===== src/rtl/serial_parity_byte_rx_pkg.sv =====
// Shared types and constants for the serial parity byte receiver.
//   rx_state_t : receiver FSM states
//   BYTE_W     : assembled word width
//   CNT_W      : data bit counter width (counts 0..8)
//   TMO_W      : inter-bit timeout counter width (TIMEOUT up to 255)
package serial_rx_pkg;

    typedef enum logic [2:0] {
        IDLE,
        DATA,
        PARITY,
        DONE,
        ABORT
    } rx_state_t;

    localparam int BYTE_W = 8;
    localparam int CNT_W  = 4;
    localparam int TMO_W  = 8;

endpackage


===== src/rtl/serial_parity_byte_rx_if.sv =====
// Signal bundle between a serial bit source and the byte receiver.
//   start, bit_valid, serial_in : source -> receiver
//   register, odd               : assembled byte and its XOR reduction
//   data_valid, parity_err      : frame completion pulse and parity status
//   frame_err, busy             : timeout abort pulse and in-frame flag
// master = bit source side, slave = receiver side.
interface serial_parity_byte_rx_if;
    import serial_rx_pkg::*;

    logic              start;
    logic              bit_valid;
    logic              serial_in;
    logic [BYTE_W-1:0] register;
    logic              odd;
    logic              data_valid;
    logic              parity_err;
    logic              frame_err;
    logic              busy;

    modport master (
        output start, bit_valid, serial_in,
        input  register, odd, data_valid, parity_err, frame_err, busy
    );

    modport slave (
        input  start, bit_valid, serial_in,
        output register, odd, data_valid, parity_err, frame_err, busy
    );

endinterface


===== src/rtl/serial_parity_byte_rx_detects_odd_number_of_ones.sv =====
// Combinational odd-ones detector.
//   data : input byte
//   odd  : 1 when data contains an odd number of ones
module detects_odd_number_of_ones
    import serial_rx_pkg::*;
(
    input  logic [BYTE_W-1:0] data,
    output logic              odd
);

    assign odd = ^data;

endmodule


===== src/rtl/serial_parity_byte_rx.sv =====
// Serial byte receiver: shifts in 8 data bits MSB first followed by one
// parity bit, checks parity, and aborts a frame whose inter-bit gap
// reaches TIMEOUT idle cycles.
//   clk, rst_n : clock, synchronous active-low reset
//   rx         : slave side of serial_parity_byte_rx_if
// Parameters:
//   ODD_PARITY : 1 = ones over data+parity must be odd, 0 = even
//   TIMEOUT    : idle cycles between accepted bits before abort (1..255)
module serial_parity_byte_rx
    import serial_rx_pkg::*;
#(
    parameter bit          ODD_PARITY = 1'b1,
    parameter int unsigned TIMEOUT    = 16
) (
    input  logic                    clk,
    input  logic                    rst_n,
    serial_parity_byte_rx_if.slave  rx
);

    localparam logic [TMO_W-1:0] TMO_LIMIT = TMO_W'(TIMEOUT);
    localparam logic [CNT_W-1:0] LAST_BIT  = CNT_W'(BYTE_W - 1);

    rx_state_t         state_q,      state_d;
    logic [BYTE_W-1:0] reg_q,        reg_d;
    logic              odd_q,        odd_d;
    logic [CNT_W-1:0]  bit_cnt_q,    bit_cnt_d;
    logic [TMO_W-1:0]  tmo_q,        tmo_d;
    logic              data_valid_q, data_valid_d;
    logic              parity_err_q, parity_err_d;
    logic              frame_err_q,  frame_err_d;
    logic              busy_q,       busy_d;

    logic              det_odd;

    always_comb begin
        state_d      = state_q;
        reg_d        = reg_q;
        odd_d        = odd_q;
        bit_cnt_d    = bit_cnt_q;
        tmo_d        = tmo_q;
        data_valid_d = 1'b0;
        parity_err_d = parity_err_q;
        frame_err_d  = 1'b0;
        busy_d       = busy_q;

        unique case (state_q)
            IDLE: begin
                if (rx.start) begin
                    state_d   = DATA;
                    reg_d     = '0;
                    odd_d     = 1'b0;
                    bit_cnt_d = '0;
                    tmo_d     = '0;
                    busy_d    = 1'b1;
                end
            end

            DATA: begin
                // Timeout has priority over a bit arriving on the same edge.
                if (tmo_q == TMO_LIMIT) begin
                    state_d     = ABORT;
                    frame_err_d = 1'b1;
                    busy_d      = 1'b0;
                end else if (rx.bit_valid) begin
                    reg_d     = {reg_q[BYTE_W-2:0], rx.serial_in};
                    // Incremental parity: drop the bit shifted out, add the new one.
                    odd_d     = odd_q ^ reg_q[BYTE_W-1] ^ rx.serial_in;
                    bit_cnt_d = bit_cnt_q + 1'b1;
                    tmo_d     = '0;
                    if (bit_cnt_q == LAST_BIT) begin
                        state_d = PARITY;
                    end
                end else begin
                    tmo_d = tmo_q + 1'b1;
                end
            end

            PARITY: begin
                if (tmo_q == TMO_LIMIT) begin
                    state_d     = ABORT;
                    frame_err_d = 1'b1;
                    busy_d      = 1'b0;
                end else if (rx.bit_valid) begin
                    parity_err_d = ((odd_q ^ rx.serial_in) != ODD_PARITY);
                    state_d      = DONE;
                    data_valid_d = 1'b1;
                    busy_d       = 1'b0;
                    tmo_d        = '0;
                end else begin
                    tmo_d = tmo_q + 1'b1;
                end
            end

            DONE: begin
                state_d = IDLE;
            end

            ABORT: begin
                state_d = IDLE;
            end

            default: begin
                state_d = IDLE;
                busy_d  = 1'b0;
            end
        endcase
    end

    always_ff @(posedge clk) begin
        if (!rst_n) begin
            state_q      <= IDLE;
            reg_q        <= '0;
            odd_q        <= 1'b0;
            bit_cnt_q    <= '0;
            tmo_q        <= '0;
            data_valid_q <= 1'b0;
            parity_err_q <= 1'b0;
            frame_err_q  <= 1'b0;
            busy_q       <= 1'b0;
        end else begin
            state_q      <= state_d;
            reg_q        <= reg_d;
            odd_q        <= odd_d;
            bit_cnt_q    <= bit_cnt_d;
            tmo_q        <= tmo_d;
            data_valid_q <= data_valid_d;
            parity_err_q <= parity_err_d;
            frame_err_q  <= frame_err_d;
            busy_q       <= busy_d;
        end
    end

    // Downstream detector on the assembled byte; used to cross-check odd_q.
    detects_odd_number_of_ones u_odd_det (
        .data (reg_q),
        .odd  (det_odd)
    );

    odd_matches_register: assert property (@(posedge clk) odd_q == det_odd);

    assign rx.register   = reg_q;
    assign rx.odd        = odd_q;
    assign rx.data_valid = data_valid_q;
    assign rx.parity_err = parity_err_q;
    assign rx.frame_err  = frame_err_q;
    assign rx.busy       = busy_q;

endmodule

===== src/flat_wrapper.sv =====
// flat-port wrapper written by rule: the top's interface ports become plain ports
module serial_parity_byte_rx_flat import serial_rx_pkg::*;
#(
    parameter bit          ODD_PARITY = 1'b1,
    parameter int unsigned TIMEOUT    = 16
)
  (clk, rst_n, rx_start, rx_bit_valid, rx_serial_in, rx_register, rx_odd, rx_data_valid, rx_parity_err, rx_frame_err, rx_busy);
  serial_parity_byte_rx_if rx_i ();
  input  logic clk;
  input  logic rst_n;
  input wire logic [$bits(rx_i.start)-1:0] rx_start;
  input wire logic [$bits(rx_i.bit_valid)-1:0] rx_bit_valid;
  input wire logic [$bits(rx_i.serial_in)-1:0] rx_serial_in;
  output wire logic [$bits(rx_i.register)-1:0] rx_register;
  output wire logic [$bits(rx_i.odd)-1:0] rx_odd;
  output wire logic [$bits(rx_i.data_valid)-1:0] rx_data_valid;
  output wire logic [$bits(rx_i.parity_err)-1:0] rx_parity_err;
  output wire logic [$bits(rx_i.frame_err)-1:0] rx_frame_err;
  output wire logic [$bits(rx_i.busy)-1:0] rx_busy;
  assign rx_i.start = rx_start;
  assign rx_i.bit_valid = rx_bit_valid;
  assign rx_i.serial_in = rx_serial_in;
  assign rx_register = rx_i.register;
  assign rx_odd = rx_i.odd;
  assign rx_data_valid = rx_i.data_valid;
  assign rx_parity_err = rx_i.parity_err;
  assign rx_frame_err = rx_i.frame_err;
  assign rx_busy = rx_i.busy;
  serial_parity_byte_rx #(.ODD_PARITY(ODD_PARITY), .TIMEOUT(TIMEOUT)) u_core (.clk(clk), .rst_n(rst_n), .rx(rx_i));
endmodule

===== config.mk =====
export PLATFORM = sky130hd
export DESIGN_NAME = serial_parity_byte_rx_flat
export DESIGN_NICKNAME = d
export VERILOG_FILES = /design/src/rtl/serial_parity_byte_rx_pkg.sv /design/src/rtl/serial_parity_byte_rx_if.sv /design/src/rtl/serial_parity_byte_rx_detects_odd_number_of_ones.sv /design/src/rtl/serial_parity_byte_rx.sv /design/src/flat_wrapper.sv
export SDC_FILE = /design/constraint.sdc
export NUM_CORES = 1
export LEC_CHECK = 0
export BUFFER_PORTS_ARGS = -buffer_cell sky130_fd_sc_hd__buf_2
export CORE_ASPECT_RATIO = 1.4
export CORE_MARGIN = 5
export CORE_UTILIZATION = 60
export CTS_BUF_LIST = sky130_fd_sc_hd__clkbuf_16
export DETAILED_ROUTE_END_ITERATION = 8
export MAX_ROUTING_LAYER = met4
export PLACE_DENSITY = 0.89
export REMOVE_ABC_BUFFERS = 1
export SLEW_MARGIN = 30
export SYNTH_ARGS = -nofsm -noshare
export SYNTH_HDL_FRONTEND = slang
export SYNTH_HIERARCHICAL = 1
export SYNTH_SLANG_ARGS = --single-unit

===== constraint.sdc =====
create_clock -name clk -period 3.9 [get_ports clk]
set_input_delay 0.585 -clock clk [delete_from_list [all_inputs] [get_ports clk]]
set_output_delay 0.585 -clock clk [all_outputs]
set_load 0.1 [all_outputs]

Word level (Yosys, flattened, before mapping)
Index checks and enable logic that the tools add are counted.
Widths: inputs -> output; s select.
- reductions and logical operators: 12
- multiply operators: 0
- order comparisons: 0
- div/mod/pow operators: 0
- multiplexer cells: 29
- equal/unequal tests: 14
- bitwise operators: 8
- add/subtract/negate cells: 2
- shift-type cells: 0
- operator list (cell ; count):
    $mux 8 ; 5
    $pmux 8 s2 ; 2
    $mux 3 ; 6
    $mux 4 ; 3
    $reduce_and 4->1 ; 3
    $mux 1 ; 9
    $pmux 3 s3 ; 1
    $add 8x1->8 const B ; 1
    $eq 8x5->1 const B ; 1
    $ne 2x2->1 const B ; 4
    $pmux 4 s2 ; 1
    $eq 3x2->1 const B ; 2
    $ne 3x2->1 const B ; 2
    $reduce_and 3->1 ; 2
    $not 1->1 ; 5
    $add 4x1->4 const B ; 1
    $eq 4x3->1 const B ; 1
    $pmux 1 s4 ; 1
    $reduce_bool 2->1 ; 2
    $reduce_or 2->1 ; 2
    $eq 3x1->1 const B ; 1
    $eq 3x3->1 const B ; 1
    $logic_not 3->1 ; 1
    $ne 3x1->1 const B ; 1
    other kinds (5) ; 7
- register bits: 28
- RAM bits: 0
- bits in latches: 0
- memories kept: 0
- logic and storage cells: 74
- memory bits (read-only): 0
- output and inout port bits: 13

Logic depth before layout (Yosys ltp)
Gate-level depths: netlist (run 1).
- depth in word-level cells: 5
- depth in mapped cells: 7
- gate-level depth less buffers: 6

Worst setup path before layout (run 1)
No wires, ideal clock.
- kind: flip-flop to flip-flop
- start point: register u_core.tmo_q[0]
- end point: register u_core.bit_cnt_q[2]
- data arrival time: 1.629 ns
- setup time: 0.132 ns
- period minus slack after synthesis: 1.762 ns
- path buffers: 1
- required time: 3.768 ns
- path slack: 2.138 ns
- stages on the path, launching flop included: 8
- cell sequence: dfxtp_1 inv_1 ha_1 or4b_4 o211a_1 buf_2 a31oi_1 a21oi_1
- longest elaborated chain between the ends: 3
- ends and longest elaborated chain (what ; line ; source):
    start: declaration ; serial_parity_byte_rx.sv:27 ; logic [TMO_W-1:0] tmo_q, tmo_d;
    start signal: assignment ; serial_parity_byte_rx.sv:125 ; tmo_q <= tmo_d;
    $eq 8x5->1 ; serial_parity_byte_rx.sv:60 ; if (tmo_q == TMO_LIMIT) begin
    $ne 2x2->1 (no line) ; -- ;
    $reduce_and 4->1 (no line) ; -- ;
    end signal: assignment ; serial_parity_byte_rx.sv:124 ; bit_cnt_q <= bit_cnt_d;
    end: declaration ; serial_parity_byte_rx.sv:26 ; logic [CNT_W-1:0] bit_cnt_q, bit_cnt_d;
Every way passes these cells.
A chain may end at the register's enable or synchronous reset.

Worst setup path in the final report (run 1)
- start point: register u_core.state_q[0]
- end point: register u_core.odd_q, in the netlist u_core/rx.odd
- longest elaborated chain between the ends: 3
- ends and longest elaborated chain (what ; line ; source):
    start: declaration ; serial_parity_byte_rx.sv:23 ; rx_state_t state_q, state_d;
    start signal: assignment ; serial_parity_byte_rx.sv:121 ; state_q <= state_d;
    $eq 3x1->1 / $logic_not 3->1 (equally long branches) ; serial_parity_byte_rx.sv:46 ; unique case (state_q)
    $ne 2x2->1 (no line) / $reduce_bool 2->1 (equally long branches) ; -- ;
    $reduce_and 4->1 (no line) ; -- ;
    end signal: assignment ; serial_parity_byte_rx.sv:113 ; odd_q <= 1'b0;
    end signal: assignment ; serial_parity_byte_rx.sv:123 ; odd_q <= odd_d;
    end: declaration ; serial_parity_byte_rx.sv:25 ; logic odd_q, odd_d;
Parallel ways exist; a longest one is shown, timed or not.

==> impl_metrics.ini, run 1 <==
[outcome]
status = completed

[timing]
fin_crit_ns = 1.92
hold_viol_final = 0
max_freq_ghz = 0.522
skew_ns = 0.00252
drv_slew = 0
period_share_pct = 49.2
grt_setup_unrepaired = false
setup_tns_ns = 0
setup_viol = 0
relSlewSlack_pct = 65.4
setup_ws_ns = 1.98
whs_ns = 0.469
tightest_slew_ns = 0.515

[cells_and_area]
final_nets = 180
syn2layout_area_growth_pct = 10.6
n_antenna_cell = 0
post-route-util_pct = 69.1
drive_above_1_share_pct = 15.9
final_cell_mix = dfxtp_1, a21oi_1, nand3_1
fin_cells = 192
fill_cells = 173
final_common_cell = dfxtp_1

[die]
row_count = 20
coreArea_um2 = 2150
die_y_um = 66.0
initial_core_util_pct = 62.5
io_pins = 18
die_x_um = 50.0
die_area_um2 = 3300

[pwr]
netSwitchingPower_mw = 0.134
vdd_drop_max_v = 0.000339
leakagePower_nw = 0.569
power_density_nw_per_um2 = 386
clkPwrFrac_pct = 39.0
combPwrFrac_pct = 9.6
p_int_mw = 0.440
swShare_pct = 23.4
p_seq_share_pct = 51.4

[worst_setup_path]
worst_setup_path_start_kind = flip-flop
critPathLaunch = u_core/state_q[0]
reg2reg_from = u_core/state_q[0]
end_kind = flip-flop
worstPathArrival_ns = 2.09
required_ns = 4.08
critPathMaxFanout = 16
critPathKind = flip-flop to flip-flop

[hold_path]
min_from = u_core/rx.busy
hold_path.class = flip-flop to flip-flop

[drt]
wl_met1_um = 1120
wl_met3_um = 182
drt_iter0_drc = 37
dr.pass1.iters = 4
remaining_drc_errors = 0
ant_nets = 0
highest_layer = met4
wl_met2_um = 1620
viasPerCell = 6.43
wire_per_inst_um = 15.5
wl_um = 2970
vias = 1234

[cts]
clk_pin_slew_ns = 0.06
clock_sinks = 28
cts_setup_buffers = 0
cts_buffer_depth = 2
cts_buffers = 3
clockRootBuffer = clkbuf_16
cts-resized-gates = 0
cts_max_level = 1
cts_tree = yes
cts-hold-fix-buffers = 0
clock_latency_ns = 0.26

[global_routing]
grt_pass1_vias = 1209
antenna_found_initial = 0
grtUsageTotal_pct = 20.4
grt_pass1_wl_um = 5090
grt_max_degree = 20
gr-total-overflow = 0

[synth]
seq_area_frac_synth_pct = 41.7
yosys_warnings = 6
syn_area_um2 = 1350
ys_types = 40
synth_area_leaders = dfxtp_1, a21oi_1, nand3_1
ys_seq_elements = 28
yosysTopAreaCell = dfxtp_1
synth_top_area_share_pct = 41.7
avgSynthCellArea_um2 = 8.51
syn_inst = 158

[placement]
place_congestion = 0.870
dpl.cell_count = 189
io_buffers = 17
place_hpwl_um = 2160
dpl_worst_slack_ns = 2.02

[job]
drv_cap = 0
-- registers in the layout, summed over array words and instances, names as in the netlist --
name and count:
u_core/bit_cnt_q 4, u_core/rx.busy 1, u_core/rx.data_valid 1, u_core/rx.frame_err 1, u_core/rx.odd 1, u_core/rx.parity_err 1
u_core/rx.register 8, u_core/state_q 3, u_core/tmo_q 8
-- critical path, cell delays in order (launching register included) --
cell,delay [ns]
dfxtp_1,0.52
nor3b_2,0.49
o211ai_4,0.26
or3_1,0.41
a31oi_1,0.15
-- path summary, 6_finish.rpt --
path                                       end  slack [ns]  cells after the start
worst max register to register   u_core/rx.odd        1.98                      4
worst max-delay path             u_core/rx.odd        1.98                      4
worst min register to register  u_core/rx.busy        0.47                      2
worst min-delay path            u_core/rx.busy        0.47                      2
-- power groups by stage --
stage	combinational [mW]	clock, mW	sequential (mW)
6_report	0.0554	0.224	0.295
5_1_grt	0.0600	0.242	0.295
4_1_cts	0.0548	0.230	0.294
3_5_place_dp	0.0544	0	0.301
3_3_place_gp	0.0528	0	0.301
2_1_floorplan	0.0278	0	0.313
-- stage by stage --
stage	power, mW	instance area [um^2]
2_1_floorplan	0.341	1300
3_3_place_gp	0.354	1410
3_5_place_dp	0.355	1410
4_1_cts	0.579	1490
5_1_grt	0.597	1490
6_report	0.574	1490
-- final cells by class --
cell class / instances / area (um^2) / share of cell area (%)
multi-input combinational: 114 / 709 / 47.7
tap: 22 / 27.5 / 1.85
sequential: 28 / 561 / 37.7
timing repair buffer: 17 / 85.1 / 5.72
inverter: 8 / 30.0 / 2.02
clock buffer: 3 / 75.1 / 5.05
-- synthesized netlist by cell type --
master,count
or3_1,4
xor2_1,4
clkinv_1,1
or4b_4,1
nor3b_1,2
o32ai_1,1
nand2b_1,1
nor4_1,1
nor2_2,1
a211o_1,1
nand4_1,4
nand3_1,18
ha_1,3
a31oi_1,3
a21oi_1,19
or3b_2,1
o22ai_1,3
o211ai_4,1
or4_1,2
o31ai_1,2
nor3b_2,1
o21ai_0,5
inv_1,7
buf_2,3
o221a_2,1
nand4b_1,1
o211a_1,1
xnor2_1,2
buf_6,1
buf_4,1
o31a_1,1
nor2b_1,1
and3_1,3
dfxtp_1,28
nor2_1,5
o2111a_1,1
o21ai_2,1
and4_1,2
clkbuf_1,3
nand2_1,17
-- routing by layer --
| layer | track usage (%) | vias up |
|---|---|---|
| li1 | - | 599 |
| met1 | 19.6 | 588 |
| met2 | 35.5 | 41 |
| met3 | 5.87 | 6 |
| met4 | 11.5 | 0 |
| met5 | - | - |
-- cells by family (layout without fill, tap and decap cells) --
group / count (synthesis) / count (layout) / share of synthesized area, %
AOI/OAI and AO/OA: 40 / 40 / 19.4
and+or+nand+nor: 65 / 65 / 26.6
xor gates and xnor gates: 6 / 6 / 3.91
DFF: 28 / 28 / 41.7
adders and majority gates: 3 / 3 / 2.79
buffers and inverters: 16 / 28 / 5.58
Power figures use the tool's default switching activity.
==> run 2: changes to the inputs <==
--- a/config.mk
+++ b/config.mk
@@ -8,11 +8,11 @@
 export BUFFER_PORTS_ARGS = -buffer_cell sky130_fd_sc_hd__buf_2
 export CORE_ASPECT_RATIO = 1.4
 export CORE_MARGIN = 5
-export CORE_UTILIZATION = 60
+export CORE_UTILIZATION = 50
 export CTS_BUF_LIST = sky130_fd_sc_hd__clkbuf_16
 export DETAILED_ROUTE_END_ITERATION = 8
 export MAX_ROUTING_LAYER = met4
-export PLACE_DENSITY = 0.89
+export PLACE_DENSITY = 0.79
 export REMOVE_ABC_BUFFERS = 1
 export SLEW_MARGIN = 30
 export SYNTH_ARGS = -nofsm -noshare
==> constraint.sdc (replaced) <==
create_clock -name clk -period 1.7 [get_ports clk]
set_input_delay 0.255 -clock clk [delete_from_list [all_inputs] [get_ports clk]]
set_output_delay 0.255 -clock clk [all_outputs]
set_load 0.1 [all_outputs]
==> run 2 against run 1 <==
Largest cell class unchanged; largest power group unchanged; cell count grew 20%; combinational power grew to 3.3 times the previous value; first-iteration DRC count shrank 14%; highest routed layer unchanged; the run now ends with setup timing left.
==> impl_metrics.ini, run 2 (synthesized netlist as in run 1, its figures left out) <==
[worst_setup_path]
cpMaxStageDelayCell = or4b_4
r2r_slack_ns = -0.07
rr_worst_depth = 7
crit_path_end = u_core/bit_cnt_q[3]
worstPathArrival_ns = 1.92
timing.rr.end = u_core/bit_cnt_q[3]
reg2reg_from = u_core/tmo_q[0]
critPathMaxFanout = 8
critPathKind = flip-flop to flip-flop
critPathLaunch = u_core/tmo_q[0]
required_ns = 1.85
max_stage_delay_ns = 0.52
path_cells = inv_2 > ha_4 > or4b_4 > o211ai_4 > buf_6 > o31a_1 > a21oi_1
end_kind = flip-flop
worst_setup_path_start_kind = flip-flop

[cts]
clock_sinks = 28
cts_tree = yes
cts_buffer_depth = 2
cts_max_level = 1
clock_latency_ns = 0.26
clockRootBuffer = clkbuf_16
cts_buffers = 3
clk_pin_slew_ns = 0.06

[job]
drv_cap = 0

[global_routing]
grt_max_degree = 16
grtUsageTotal_pct = 19.5
use_met2_pct = 33.7
top_usage_layer = met2
met3_usage_pct = 2.91
met1_usage_pct = 21.1
grt_pass1_vias = 1331
gr-total-overflow = 0
grt_pass1_wl_um = 5590
antenna_found_initial = 0

[pwr]
leakagePower_nw = 0.695
vdd_drop_max_v = 0.000585
power_density_nw_per_um2 = 763

[drt]
viasPerCell = 5.76
drt_iter0_drc = 32
wl_um = 3360
remaining_drc_errors = 0
dr.pass1.iters = 4
vias = 1325
wire_per_inst_um = 14.6
ant_nets = 0

[cells_and_area]
fin_cells = 230
fill_cells = 211
n_antenna_cell = 0
final_nets = 203
post-route-util_pct = 69.3
drive_above_1_share_pct = 38.1
final_common_cell = dfxtp_1
final_cell_mix = dfxtp_1, buf_4, buf_2
syn2layout_area_growth_pct = 34.8

[die]
die_area_um2 = 3840
row_count = 22
initial_core_util_pct = 51.4
die_x_um = 53.8
die_y_um = 71.4
io_pins = 18
coreArea_um2 = 2620

[timing]
setup_viol = 15
hold_viol_final = 0
fin_crit_ns = 1.77
setup_ws_ns = -0.0677
whs_ns = 0.295
period_share_pct = 104
drv_slew = 0
grt_setup_unrepaired = true
skew_ns = 0.00203
max_freq_ghz = 0.566
relSlewSlack_pct = 67.7
tightest_slew_ns = 0.488

[hold_path]
hold_path.class = primary input to flip-flop

[placement]
place_hpwl_um = 2210
dpl.cell_count = 214
place_congestion = 0.946
dpl_worst_slack_ns = -0.0592
io_buffers = 17

[outcome]
status = finished, violations left
failed_checks = setup timing
run 2: cell types whose count changed in the layout (fill, tap and decap cells not counted), sizes merged:
cell | before | now
clkinv | 1 | 2
buf | 17 | 40
run 2: report_power, final:
group          switching [mW]  internal [mW]
sequential            0.00944          0.665
clock                   0.211          0.315
combinational           0.118         0.0650
total                   0.339           1.05
run 2: final cells by class:
cell class | instances | area, um^2 | area share (%)
tap | 36 | 45.0 | 2.48
clock buffer | 3 | 75.1 | 4.14
multi-input combinational | 114 | 823 | 45.4
sequential | 28 | 563 | 31.1
clock inverter | 1 | 3.75 | 0.207
inverter | 8 | 30.0 | 1.66
timing repair buffer | 40 | 273 | 15.0
run 2: worst max-delay path, delay by kind of cell, from the launching register on:
kind	cells	cell delay [ns]
adder cells (fa/ha/maj)	1	0.12
AO/OA/AOI/OAI	3	0.43
AND/OR/NAND/NOR	1	0.52
flip-flops	1	0.34
buffers and inverters	2	0.25
run 2: timing repair:
item                                   in CTS  in global routing
gates cloned                                1                  0
pin swaps                                   9                 18
setup endpoints to repair                  19                 23
resized for setup                           8                 25
hold buffers                                0                  0
setup buffers                              12                  3
endpoints found under the hold margin       0                  0
run 2: metal layers:
metal / vias up / routed length (um)
met2: 38 / 1850
met5: - / 0
met3: 8 / 128
met4: 0 / 72
li1: 650 / -
met1: 629 / 1310
run 2: worst min-delay path by stage:
stage	end	slack, ns	depth (start not counted)	startpoint
floorplan	u_core/rx.register[0]	0.39	2	rx_serial_in
global placement	u_core/rx.busy	0.45	2	u_core/rx.busy
detailed placement	u_core/rx.busy	0.46	2	u_core/rx.busy
CTS	u_core/rx.register[0]	0.28	3	rx_serial_in
global route	u_core/rx.register[0]	0.31	3	rx_serial_in
finish	u_core/rx.register[0]	0.30	3	rx_serial_in
run 2: metrics by stage:
stage               power, mW  instance area [um^2]  setup TNS [ns]
floorplan               0.781                  1300          -0.294
global placement        0.829                  1530               0
detailed placement      0.832                  1530          -0.320
CTS                      1.39                  1740          -0.454
global route             1.45                  1810           -1.69
finish                   1.38                  1810          -0.504
==> run 3: changes to the inputs <==
--- a/config.mk
+++ b/config.mk
@@ -8,14 +8,13 @@
 export BUFFER_PORTS_ARGS = -buffer_cell sky130_fd_sc_hd__buf_2
 export CORE_ASPECT_RATIO = 1.4
 export CORE_MARGIN = 5
-export CORE_UTILIZATION = 50
+export CORE_UTILIZATION = 25
 export CTS_BUF_LIST = sky130_fd_sc_hd__clkbuf_16
 export DETAILED_ROUTE_END_ITERATION = 8
 export MAX_ROUTING_LAYER = met4
-export PLACE_DENSITY = 0.79
+export PLACE_DENSITY = 0.47
 export REMOVE_ABC_BUFFERS = 1
 export SLEW_MARGIN = 30
 export SYNTH_ARGS = -nofsm -noshare
 export SYNTH_HDL_FRONTEND = slang
-export SYNTH_HIERARCHICAL = 1
 export SYNTH_SLANG_ARGS = --single-unit
==> constraint.sdc (replaced) <==
create_clock -name clk -period 1.95 [get_ports clk]
set_input_delay 0.2925 -clock clk [delete_from_list [all_inputs] [get_ports clk]]
set_output_delay 0.2925 -clock clk [all_outputs]
set_load 0.1 [all_outputs]
==> run 3 against run 2 <==
Die area is 94% higher; highest routed layer unchanged; non-clock buffer count fell by 3; first-iteration DRC count increased by 34%; sequential cell count is the same; largest power group is now combinational logic; critical path depth unchanged; utilization down 37 points; critical endpoint is now u_core.bit_cnt_q[1]; clock skew grew 0.00081 ns; the flow now finishes without violations; design area increased by 1.7%.
==> impl_metrics.ini, run 3 <==
[outcome]
status = completed

[synth]
yosys_warnings = 0
ys_seq_elements = 28
synth_xor_area_share_pct = 4.21
synth_top_family_by_area = simple AND/OR/NAND/NOR gates
synth_top_area_share_pct = 38.5
seq_area_frac_synth_pct = 38.5
ys.flop_type = dfxtp_1
avgSynthCellArea_um2 = 8.98
ys_types = 42
synth-async-reset-ratio_pct = 0
synth.most_common_cell = dfxtp_1
syn_area_um2 = 1460
synth-edff-count = 0
synth_common_cells = dfxtp_1, nand2_1, nand3_1, mux2i_1, nor3_1
synthMuxAreaShare_pct = 7.57
yosysTopAreaCell = dfxtp_1
synth-adder-area-share_pct = 2.58
synth_compound_area_share_pct = 12.6
yosys.area_share.simple_pct = 28.0
synth_area_leaders = dfxtp_1, mux2i_1, nand2_1
syn_inst = 162

[timing]
setup_ws_ns = 0.0230
grt_setup_unrepaired = true
relSlewSlack_pct = 58.9
setup_tns_ns = 0
setup_viol = 0
skew_ns = 0.00283
tightest_slew_ns = 0.608
max_freq_ghz = 0.519
fin_crit_ns = 1.93
drv_slew = 0
period_share_pct = 98.8
hold_viol_final = 0

[cells_and_area]
fin_cells = 264
final_cell_mix = dfxtp_1, nand2_1, buf_4
final_common_cell = dfxtp_1
final_area_um2 = 1840
syn2layout_area_growth_pct = 26.7
final_nets = 204
drive_above_1_share_pct = 27.8
n_antenna_cell = 0

[placement]
io_buffers = 17
place_hpwl_um = 2500
dpl.cell_count = 258
placed_cell_area_um2 = 1690
place_congestion = 0.766
dpl_worst_slack_ns = 0.0105

[cts]
cts_buffer_depth = 2
cts_max_level = 1
clock_latency_ns = 0.26
clock_sinks = 28
cts_tree = yes
cts-hold-fix-buffers = 0
clk_pin_slew_ns = 0.06
clockRootBuffer = clkbuf_16
cts_buffers = 3

[global_routing]
antenna_found_initial = 0
grt_max_degree = 30
gr-total-overflow = 0
grt_pass1_wl_um = 5730
grtUsageTotal_pct = 9.93
grt_pass1_vias = 1267

[drt]
wl_um = 3330
wire_per_inst_um = 12.6
vias = 1265
drt_iter0_drc = 43
ant_nets = 0
dr.pass1.iters = 4
remaining_drc_errors = 0
viasPerCell = 4.79

[die]
io_pins = 18
row_count = 33
die_y_um = 100
die_x_um = 74.5
initial_core_util_pct = 25.2
coreArea_um2 = 5780
die_area_um2 = 7470

[pwr]
netSwitchingPower_mw = 0.581
power_mw = 1.75
swShare_pct = 33.2
leakagePower_nw = 0.720
combPwrFrac_pct = 37.9
power_density_nw_per_um2 = 950
p_seq_share_pct = 36.1
clkPwrFrac_pct = 26.0
vdd_drop_max_v = 0.000369
p_int_mw = 1.17

[worst_setup_path]
worst_setup_path_start_kind = flip-flop
end_kind = flip-flop
critPathKind = flip-flop to flip-flop
required_ns = 2.10
critPathMaxFanout = 5
worstPathArrival_ns = 2.08

[hold_path]
hold_path.class = primary input to flip-flop

[job]
drv_cap = 0
[run 3: through the flow]
stage	hold WS [ns]	util, %
after floorplan	0.414	-
after global placement	0.461	29.3
after detailed placement	0.460	29.3
after CTS	0.332	30.6
after global routing	0.335	31.9
final	0.334	31.9
[run 3: final timing paths]
path / endpoint / cells after the start / slack (ns) / start
hold reg to reg: u_core.rx.register[5] / 2 / 0.47 / u_core.rx.register[5]
setup reg to reg: u_core.bit_cnt_q[1] / 7 / 0.02 / u_core.tmo_q[1]
hold / removal: u_core.rx.register[0] / 3 / 0.33 / rx_serial_in
setup / recovery: u_core.bit_cnt_q[1] / 7 / 0.02 / u_core.tmo_q[1]
[run 3: power by group through the flow]
stage          logic [mW]  clock network, mW  registers (mW)
2_1_floorplan       0.284                  0           0.737
3_3_place_gp        0.595                  0           0.642
3_5_place_dp        0.593                  0           0.643
4_1_cts             0.594              0.476           0.630
5_1_grt             0.721              0.501           0.637
6_report            0.663              0.455           0.633
[run 3: layout make-up]
class / instances / area, um^2
multi-input cells: 121 / 833
flip-flops and latches: 28 / 563
fillers: 622 / 3940
clock buffers: 3 / 75.1
well taps: 70 / 87.6
repair buffers: 37 / 265
inverters: 5 / 18.8
[run 3: critical path: stages, from the launching register on]
cell       delay [ns]
dfxtp_2          0.32
inv_2            0.06
ha_4             0.12
or4b_4           0.48
or3_4            0.39
o211a_4          0.17
clkbuf_16        0.16
mux2i_1          0.11
[run 3: kinds of logic (layout without fill, tap and decap cells)]
group	count (synthesis)	after routing
AND/OR/NAND/NOR	72	72
AO/OA/AOI/OAI	28	28
flip-flops	28	28
multiplexers	11	11
XOR/XNOR	7	7
buffers and inverters	13	45
adder cells (fa/ha/maj)	3	3
[run 3: layer usage]
| layer | part of all wire [%] | up-vias | global-route usage (%) |
|---|---|---|---|
| li1 | - | 647 | - |
| met1 | 45 | 599 | 11.8 |
| met2 | 52 | 17 | 16.7 |
| met3 | 2.3 | 2 | 1.70 |
| met4 | 0.66 | 0 | 3.42 |
| met5 | 0 | - | - |
[run 3: what timing repair did]
action                                  CTS  global route
buffers inserted                          0             2
pin swaps                                 1             4
endpoints found under the setup margin    1            15
gates resized for setup                   0            10
endpoints found under the hold margin     0             0
cloned                                    0             1
